### config.mk
export PLATFORM = sky130hd
export DESIGN_NAME = encod8to3_seq
export DESIGN_NICKNAME = d
export VERILOG_FILES = /design/src/rtl/encod_pkg.sv /design/src/rtl/encod_prio_comb.sv /design/src/rtl/encod8to3_seq.sv
export SDC_FILE = /design/constraint.sdc
export NUM_CORES = 1
export LEC_CHECK = 0
export CAP_MARGIN = 0
export CORE_ASPECT_RATIO = 1.1
export CORE_UTILIZATION = 39
export CTS_BUF_LIST = sky130_fd_sc_hd__clkbuf_8 sky130_fd_sc_hd__clkbuf_16
export CTS_CLUSTER_DIAMETER = 30
export DETAILED_ROUTE_END_ITERATION = 10
export PLACE_DENSITY = 0.83
export SLEW_MARGIN = 20
export SYNTH_ARGS = -nofsm -noshare
export SYNTH_HDL_FRONTEND = slang
export SYNTH_SLANG_ARGS = --single-unit
### constraint.sdc
create_clock -name clk -period 3.2 [get_ports clk]
set_input_delay 0.48 -clock clk [delete_from_list [all_inputs] [get_ports clk]]
set_output_delay 0.48 -clock clk [all_outputs]
set_load 0.005 [all_outputs]
### src/rtl/encod_pkg.sv
// Shared constants and bit-vector helpers for the sequential 8-to-3 priority encoder.
// Helpers operate on a zero-extended VEC_MAX-bit vector so any N up to VEC_MAX can use them.
package encod_pkg;

  localparam int N_DEF   = 8;
  localparam int W_DEF   = 3;
  localparam int VEC_MAX = 256;

  function automatic int msb_index(input logic [VEC_MAX-1:0] vec);
    int idx;
    idx = 0;
    for (int i = 0; i < VEC_MAX; i++) begin
      if (vec[i]) idx = i;
    end
    return idx;
  endfunction

  function automatic int popcount(input logic [VEC_MAX-1:0] vec);
    int cnt;
    cnt = 0;
    for (int i = 0; i < VEC_MAX; i++) begin
      cnt = cnt + int'(vec[i]);
    end
    return cnt;
  endfunction

endpackage

### src/rtl/encod_prio_comb.sv
// Combinational highest-index-first priority encoder: index of the top set bit plus a valid flag.
// The index reads 0 when no bit is set.
module encod_prio_comb
  import encod_pkg::*;
#(
  parameter  int N = N_DEF,
  localparam int W = $clog2(N)
) (
  input  logic [N-1:0] vec_i,
  output logic [W-1:0] idx_o,
  output logic         vld_o
);

  always_comb begin
    idx_o = W'(msb_index(VEC_MAX'(vec_i)));
    vld_o = |vec_i;
  end

endmodule

### src/rtl/encod8to3_seq.sv
// Sequential 8-to-3 priority encoder: sticky pending vector drained one index per VALID&&READY.
// Optional sticky merge flag OVF is built when ENCOD_OVF_EN is defined.
module encod8to3_seq
  import encod_pkg::*;
#(
  parameter  int N = N_DEF,
  localparam int W = $clog2(N)
) (
  input  logic         clk,
  input  logic         rst,
  input  logic         EN,
  input  logic [N-1:0] A,
  output logic [W-1:0] Y,
  output logic         VALID,
  input  logic         READY,
  output logic [N-1:0] PEND,
`ifdef ENCOD_OVF_EN
  output logic         OVF,
`endif
  output logic [W:0]   CNT
);

  logic [N-1:0] pend_q, pend_d;
  logic [N-1:0] clr;
  logic [N-1:0] req;
  logic [W-1:0] y_idx;
  logic         y_vld;

  encod_prio_comb #(.N(N)) u_prio (
    .vec_i (pend_q),
    .idx_o (y_idx),
    .vld_o (y_vld)
  );

  // A bit cleared by the handshake and re-requested in the same cycle stays pending.
  always_comb begin
    clr    = (y_vld && READY) ? (N'(1) << y_idx) : '0;
    req    = EN ? A : '0;
    pend_d = (pend_q & ~clr) | req;
  end

  always_ff @(posedge clk) begin
    if (rst) pend_q <= '0;
    else     pend_q <= pend_d;
  end

`ifdef ENCOD_OVF_EN
  logic ovf_q, ovf_d;

  always_comb begin
    ovf_d = ovf_q | (|(req & pend_q & ~clr));
  end

  always_ff @(posedge clk) begin
    if (rst) ovf_q <= 1'b0;
    else     ovf_q <= ovf_d;
  end

  assign OVF = ovf_q;
`endif

  assign PEND  = pend_q;
  assign VALID = y_vld;
  assign Y     = y_idx;
  assign CNT   = (W+1)'(popcount(VEC_MAX'(pend_q)));

endmodule
==> metrics list, run 1 <==
- The layout has 130 filler cells.
- Shortest clock period the worst path allows after layout: 3420 ps
* Cell leakage power: 0.423 nW
- The first global-routing pass estimated 2.57 mm of wire.
* Primary flip-flop cell chosen by synthesis mapping: sky130_fd_sc_hd__dfxtp_1
* CTS tree: yes
* Slowest stage cell, crit path: sky130_fd_sc_hd__fa_1
- In this run the vertical extent of the chip is ~43 um.
* Setup Skew: approximately 3.3 ps
- After clock tree synthesis, the clock-pin slew on the worst setup and hold paths is 40 ps.
- IO buf count: 27
* Setup WS pre-CTS: -395 ps
- The detail route stage leaves a number of antenna-violating nets equal to 0.
- Syn nets: 90
- Antenna violations before repair: 0
* WP data arrival: 2940 ps
* Max-capacitance violation count: 0
- The multi-input combinational cells in the finished layout cover a total of just under 400 um^2.
- After synthesis, the mean cell area works out to 8.49 um^2.
- Unrepaired setup endpoints after global routing: true
- WHS Endpoint: PEND[2]
- Routability-driven placement finished with a final weighted congestion of 0.771.
- Number of standard cells in the layout, taps in and fillers out: 120
- After the last flow step, the layout net total stands at 126.
* Via count of the first global-routing pass: 618
- Sequential-to-total area share from yosys stat: 26.9%
* Total design power: approximately 0.42 mW
- CTS built an H-tree with a depth of 1.
- The floorplan step defined a core boundary enclosing approximately 1400 um^2.
* Drt via density: around 5.3
- The total overflow left after global routing is 0.
- Worst Hold Depth: 2
- After detailed routing, the number of remaining DRC violations is 0.
- Worst hold-check slack: 604 ps
- Maximum fanout encountered on the critical timing path: 2
- Worst vdd rail ir drop: 0.297 mV
* Worst-case reg-to-reg path depth: 5
* Row count: 14
- TritonCTS Sinks: 8
- The worst register-to-register path ends at PEND[2].
* Area taken by flip-flops and latches: around 160 um^2
* Final std cell area, no fill: 971 um^2
* Run status: finished, violations left
- Number of CTS-inserted buffers: 3
- Buffer levels on the longest clock path: 2
- Relative to the synthesized area, the layout overhead comes to 63.4%.
* Final worst path period share: 107%
- Initial core utilization: 42.4%
* Setup total negative slack: -368 ps
* Power Density: 436 nW/um^2
- STA classifies the critical path endpoint as an output pin.
* Number of warnings printed during yosys synthesis: 0
- Number of optimization iterations in the first detailed-route pass: 4
- Max-slew headroom: 77.7%
* Seq cells post-synth: 8
- Setup violations remaining at the end of the flow were counted as 2.
* Min setup slack post-route: -219 ps
* Count of routing violations after the opening detailed-route iteration: 16
- Ranked by instance count, the synthesized netlist is headed by sky130_fd_sc_hd__inv_1, sky130_fd_sc_hd__dfxtp_1, sky130_fd_sc_hd__a21oi_1.
- Detail-routed net length per standard cell: 13.9 um
- Entering global routing, the biggest net connects 10 pins.
* Number of antenna diodes: 0
* Post-synthesis instance area: between 500 and 600 um^2
* Hold violation count in the final report: 0
- The startpoint identified for the worst hold timing path is PEND[2].
- Horizontal die dimension: ~39 um
- Flop-to-flop setup slack: about 1800 ps
- Placed cell count: 116
- The worst setup path is launched from a flip-flop.
- CTS Root Buffer Type: sky130_fd_sc_hd__clkbuf_8
- Overall via count from detail_route: approximately 630
* Detail Placement HPWL: 1.15 mm
- Fraction of synthesis flops using an asynchronous set or reset pin: 0%
- The die covers 1680 um^2.
- WP depth: 10
- Synthesis instantiated 23 different standard cells from the library.
* Setup CP Type: flip-flop to output pin
- In this run the critical register-to-register path is launched from PEND[5].
* Worst skew pair latency: about 230 ps
- On the critical path the largest part of the delay comes from adder cells.
* Syn Inst Count: 70
* Top cells by area, synth: sky130_fd_sc_hd__dfxtp_1, sky130_fd_sc_hd__fa_1, sky130_fd_sc_hd__inv_1, sky130_fd_sc_hd__ha_1, sky130_fd_sc_hd__a21oi_1
- Highest attainable clock frequency: approximately 290 MHz
- The final reports fail on setup timing.
- For the pin with the worst max-slew slack, the measured transition is 331 ps.
- Once layout is complete, the utilization of the core stands at 69.3%.
- Data required time at the worst endpoint: between 2000 and 3000 ps
- Max stage delay on crit path: 530 ps
- In the global route stage, overall resource usage came out at 22.8%.
- The total count of max-transition violations in the final report is 0.
- Cell type with the highest aggregate area in the netlist: sky130_fd_sc_hd__dfxtp_1
- After synthesis, the largest area contributor takes up 26.9% of total cell area.
* Drt total wl: 1.67 mm
- Hold buffers post-CTS: 0
* Cell area reported after detailed placement: 915 um^2
- Most frequent cell after synthesis: sky130_fd_sc_hd__inv_1
- Number of synthesized flops with an enable pin: 0
* Fraction of layout cells with a size suffix above 1: between 20% and 30%
- Boundary pin count: 28
* Buffer and inverter count on the worst path: 5
- The cell that appears most often on the critical path is sky130_fd_sc_hd__fa_1.
* Largest register FFs: 8
* Cells along the critical path: fa_1 -> inv_1 -> fa_1 -> fa_1 -> inv_2 -> ha_4 -> inv_2 -> fa_2 -> inv_1 -> buf_2
- In this run the worst hold path is classified as flip-flop to flip-flop.
-- where the power goes --
group	switching, mW	leakage [nW]	internal (mW)	total (mW)
Sequential	0.00894	0.0665	0.108	0.117
Combinational	0.0835	0.335	0.103	0.186
Clock	0.0383	0.0216	0.0813	0.120
Total	0.131	0.423	0.292	0.423
-- cell usage in the layout (no fill, tap or decap), drive strengths merged, types with 2 or more instances in the layout --
| cell type | n |
|---|---|
| clkdlybuf4s50 | 23 |
| inv | 16 |
| buf | 9 |
| dfxtp | 8 |
| a21oi | 5 |
| nor2 | 4 |
| nand3 | 4 |
| nand2 | 4 |
| fa | 4 |
| ha | 4 |
| nor2b | 3 |
| a22oi | 3 |
| clkbuf | 3 |
| o211ai | 2 |
| o21ai | 2 |
| o31ai | 2 |
-- tightest hold or removal path, cell delays in order, from the launching register on --
cell and delay (ps):
sky130_fd_sc_hd__dfxtp_1 380, sky130_fd_sc_hd__o31ai_2 110, sky130_fd_sc_hd__a21oi_1 70
-- cell families (layout without fill, tap and decap cells) --
kind of cell | Yosys count | after routing | share of synthesized area [%]
fa+ha+maj | 8 | 8 | 21.9
simple gates | 17 | 17 | 16.6
buf+inv | 18 | 52 | 11.4
xor+xnor | 1 | 1 | 1.47
compound gates | 18 | 18 | 21.7
flops | 8 | 8 | 26.9
-- routing by layer --
| metal | track usage (%) | up-vias | share of wire [%] | routed length (um) |
|---|---|---|---|---|
| li1 | - | 304 | - | - |
| met1 | 25.5 | 294 | 38 | 631 |
| met2 | 39.3 | 31 | 55 | 914 |
| met3 | 4.71 | 4 | 6.2 | 103 |
| met4 | 10.3 | 0 | 1.0 | 17 |
| met5 | 0 | - | 0 | 0 |
-- layout make-up --
class                   count  share of cell area [%]
well taps                  16                    2.06
clock buffers               3                    4.25
inverters                  16                    6.19
flip-flops and latches      8                    16.6
repair buffers             33                    31.2
multi-input cells          44                    39.7
-- how the worst max path moves through the flow --
stage            start     end  slack (ps)
2_1_floorplan  PEND[0]  CNT[2]         150
3_3_place_gp   PEND[0]  CNT[2]        -310
3_5_place_dp   PEND[0]  CNT[2]        -400
4_1_cts        PEND[0]  CNT[1]        -240
5_1_grt        PEND[0]  CNT[1]        -300
6_report       PEND[0]  CNT[1]        -220
-- repair_timing --
item,CTS,global route
hold endpoints to repair,0,0
setup buffers,1,1
endpoints found under the setup margin,4,3
gates resized for setup,17,3
pin swaps,0,1
No activity file was read; power rests on OpenSTA's default activity.
==> run 2, diff against run 1 <==
- CELL_PAD_IN_SITES_DETAIL_PLACEMENT: not set -> 0
- CELL_PAD_IN_SITES_GLOBAL_PLACEMENT: not set -> 2
- CORE_UTILIZATION: 39 -> 21
- PLACE_DENSITY: 0.83 -> 0.82
==> run 2 against run 1 <==
Net effect:
- register-to-register slack better by 60 ps
- wire length is 5.1% lower
- power is 1.1% lower
- critical path depth is the same
- the flow still finishes with violations (setup timing)
- cell count is 13% higher
- largest cell class unchanged
- non-clock buffer count unchanged
- fmax shrank 0.26%
==> metrics list, run 2 (same netlist as run 1, synthesis figures left out) <==
- The HPWL after detailed placement is 1.33 mm (+15%).
* Cell leakage power: 0.432 nW (+2.1%)
- Hold buffers post-CTS: 0 (unchanged)
* Worst vdd rail ir drop: 0.210 mV (-29%)
- Critical Path Start Type: flip-flop
- The endpoint identified for the worst register-to-register timing path is PEND[1].
* IO buf count: 27 (unchanged)
* WP data arrival: 2950 ps (about the same)
- The number of primary I/O pins was 28 (unchanged).
- Number of endpoints failing setup at the final stage: 3 (+1)
- Placed cell count: 132 (+14%)
- Die area: 3050 um^2 (+81%)
- Shortest clock period the worst path allows after layout: 3430 ps (+9.04 ps)
* Via count of the first global-routing pass: 624 (+0.97%)
- Flop-to-flop setup slack: 1870 ps (+60 ps)
- Maximum number of pins on one net before global-route repair: 10 (unchanged)
- The maximum cell stage delay along the critical path came to 550 ps (+20 ps).
* Class of the tightest hold or removal check: flip-flop to flip-flop
- Worst Hold Depth: 2 (unchanged)
- The routed wirelength normalized by instance count was 11.7 um (-16%).
* Number of DRC violations after detailed routing: 0 (unchanged)
- The run finished, with violations left.
- RR Startpoint: PEND[1]
- The clock sink count was 8 (unchanged).
- Highest attainable clock frequency: 292 MHz (-0.26%)
- Cells along the critical path: fa_1 -> inv_2 -> fa_1 -> fa_2 -> inv_2 -> ha_4 -> inv_2 -> fa_2 -> inv_1 -> buf_2
- The buffers inserted during post-CTS setup optimization was 0 (-1).
- The count of placed standard cells in the final layout, fillers left out was 135 (+13%).
- Final worst path period share: 107% (+0.28 points)
* Unrepaired setup endpoints after global routing: true
- The H-tree level count is 1 (unchanged).
- The aggregate global-route resource usage came to 11.6% (-11 points).
* Fraction of layout cells with a size suffix above 1: 22.1% (+1.9 points)
- The post-route cell area came to 997 um^2 (+2.7%).
* Antenna violations before repair: 0 (unchanged)
* Maximum fanout encountered on the critical timing path: 2 (unchanged)
- Buffer levels on the longest clock path: 2 (unchanged)
- The power per cell area was 420 nW/um^2 (-3.7%).
- The top cell types in the final layout, fill and taps aside, are sky130_fd_sc_hd__clkdlybuf4s50_1, sky130_fd_sc_hd__inv_1, sky130_fd_sc_hd__dfxtp_1, sky130_fd_sc_hd__buf_4, sky130_fd_sc_hd__a21oi_1.
* Number of CTS-inserted buffers: 3 (unchanged)
* Largest register FFs: 8 (unchanged)
* Final antenna-violating net count: 0 (unchanged)
* Min setup slack post-route: -228 ps (-9.05 ps)
- Count of routing violations after the opening detailed-route iteration: 2 (-14)
- The library cell used most frequently in the layout, excluding fill and tap cells, is sky130_fd_sc_hd__clkdlybuf4s50_1.
* Setup crit end kind: output pin
- Max-slew headroom: 75.0% (-2.7 points)
- The number of detailed-route iterations in the first pass is 4 (unchanged).
* CTS tree: yes
- The final estimated routing congestion in global placement is 0.703 (-8.8%).
- Die H: 57.8 um (+35%)
- The slowest stage of the critical path is the sky130_fd_sc_hd__fa_1 cell.
* Drt total wl: 1.58 mm (-5.1%)
- Overall via count from detail_route: 603 (-4.7%)
- Worst skew pair latency: 220 ps (about the same)
- The count of maximum capacitance violations was 0 (unchanged).
* Measured slew at the worst slew-check pin: 370 ps (+39.5 ps)
* Data required time at the worst endpoint: 2720 ps (about the same)
* Row count: 19 (+5)
* Initial core utilization: 22.9% (-19 points)
- The total count of max-transition violations in the final report is 0 (unchanged).
- Hold violation count in the final report: 0 (unchanged)
- The path with the worst hold slack has its endpoint at PEND[2].
- Setup CP Type: flip-flop to output pin
* Worst-case reg-to-reg path depth: 6 (+1)
- The tree is rooted in a sky130_fd_sc_hd__clkbuf_8.
* First-pass GRT wire length: 2.62 mm (+2.2%)
- Hold Path Origin: PEND[2]
- The detailed-route vias per instance is 4.47 (-15%).
- The worst-case clock skew came to 1.48 ps (-1.77 ps).
- The horizontal extent of the die is 52.7 um (+34%).
- Clock slew seen by the registers of the worst setup and hold paths: 40 ps (about the same)
- Number of nets in the finished design: 126 (unchanged)
- Number of antenna diodes: 0 (unchanged)
* GRT overflow: 0 (unchanged)
- Failing checks: setup timing
* Setup WS pre-CTS: -405 ps (-9.62 ps)
* Core region area: 2590 um^2 (+85%)
* Area Overhead vs Synth: 67.8%
* Cell area reported after detailed placement: 941 um^2 (+2.9%)
- By instance count, the cell type seen most on the critical path is sky130_fd_sc_hd__inv_2.
==> run 2: worst max path at each step <==
stage                  from     end  depth (start not counted)  slack, ps
CTS                 PEND[3]  CNT[1]                         10       -320
global route        PEND[3]  CNT[1]                         10       -290
detailed placement  PEND[0]  CNT[2]                         10       -400
floorplan           PEND[0]  CNT[2]                          9        150
finish              PEND[3]  CNT[1]                         10       -230
global placement    PEND[0]  CNT[1]                         10       -310
==> run 2: power by group <==
group          internal, mW  switching (mW)
registers             0.109         0.00727
logic                 0.103          0.0809
clock network        0.0813          0.0378
==> run 2: critical path: cells and delay by family (launching register included) <==
family                   cells  cell delay [ps]
buffers and inverters        5              290
adder cells (fa/ha/maj)      5             2120
flip-flops                   1              320
==> run 2: per-stage QoR <==
stage               power, mW  util, %  hold slack [ps]  setup TNS (ps)
floorplan               0.199        -              507               0
global placement        0.297     36.3              553            -619
detailed placement      0.301     36.3              544            -803
CTS                     0.423     38.2              582            -721
global route            0.455     38.5              598            -724
finish                  0.418     38.5              576            -470
==> run 2: repair_timing <==
action,4_1_cts,5_1_grt
pin swaps,4,3
resized for setup,18,1
setup endpoints to repair,4,4
==> run 2: cell type report <==
| type | instances | area, um^2 |
|---|---|---|
| Tap cell | 31 | 38.8 |
| Sequential cell | 8 | 163 |
| Timing Repair Buffer | 33 | 303 |
| Inverter | 16 | 60.1 |
| Clock buffer | 3 | 41.3 |
| Multi-Input combinational cell | 44 | 392 |
| Fill cell | 272 | 1590 |
==> run 2: per-layer routing <==
metal	part of all wire, %	GRT usage, %
met1	43	13.2
met2	51	20.8
met3	5.8	1.31
met4	0	5.64
met5	0	0
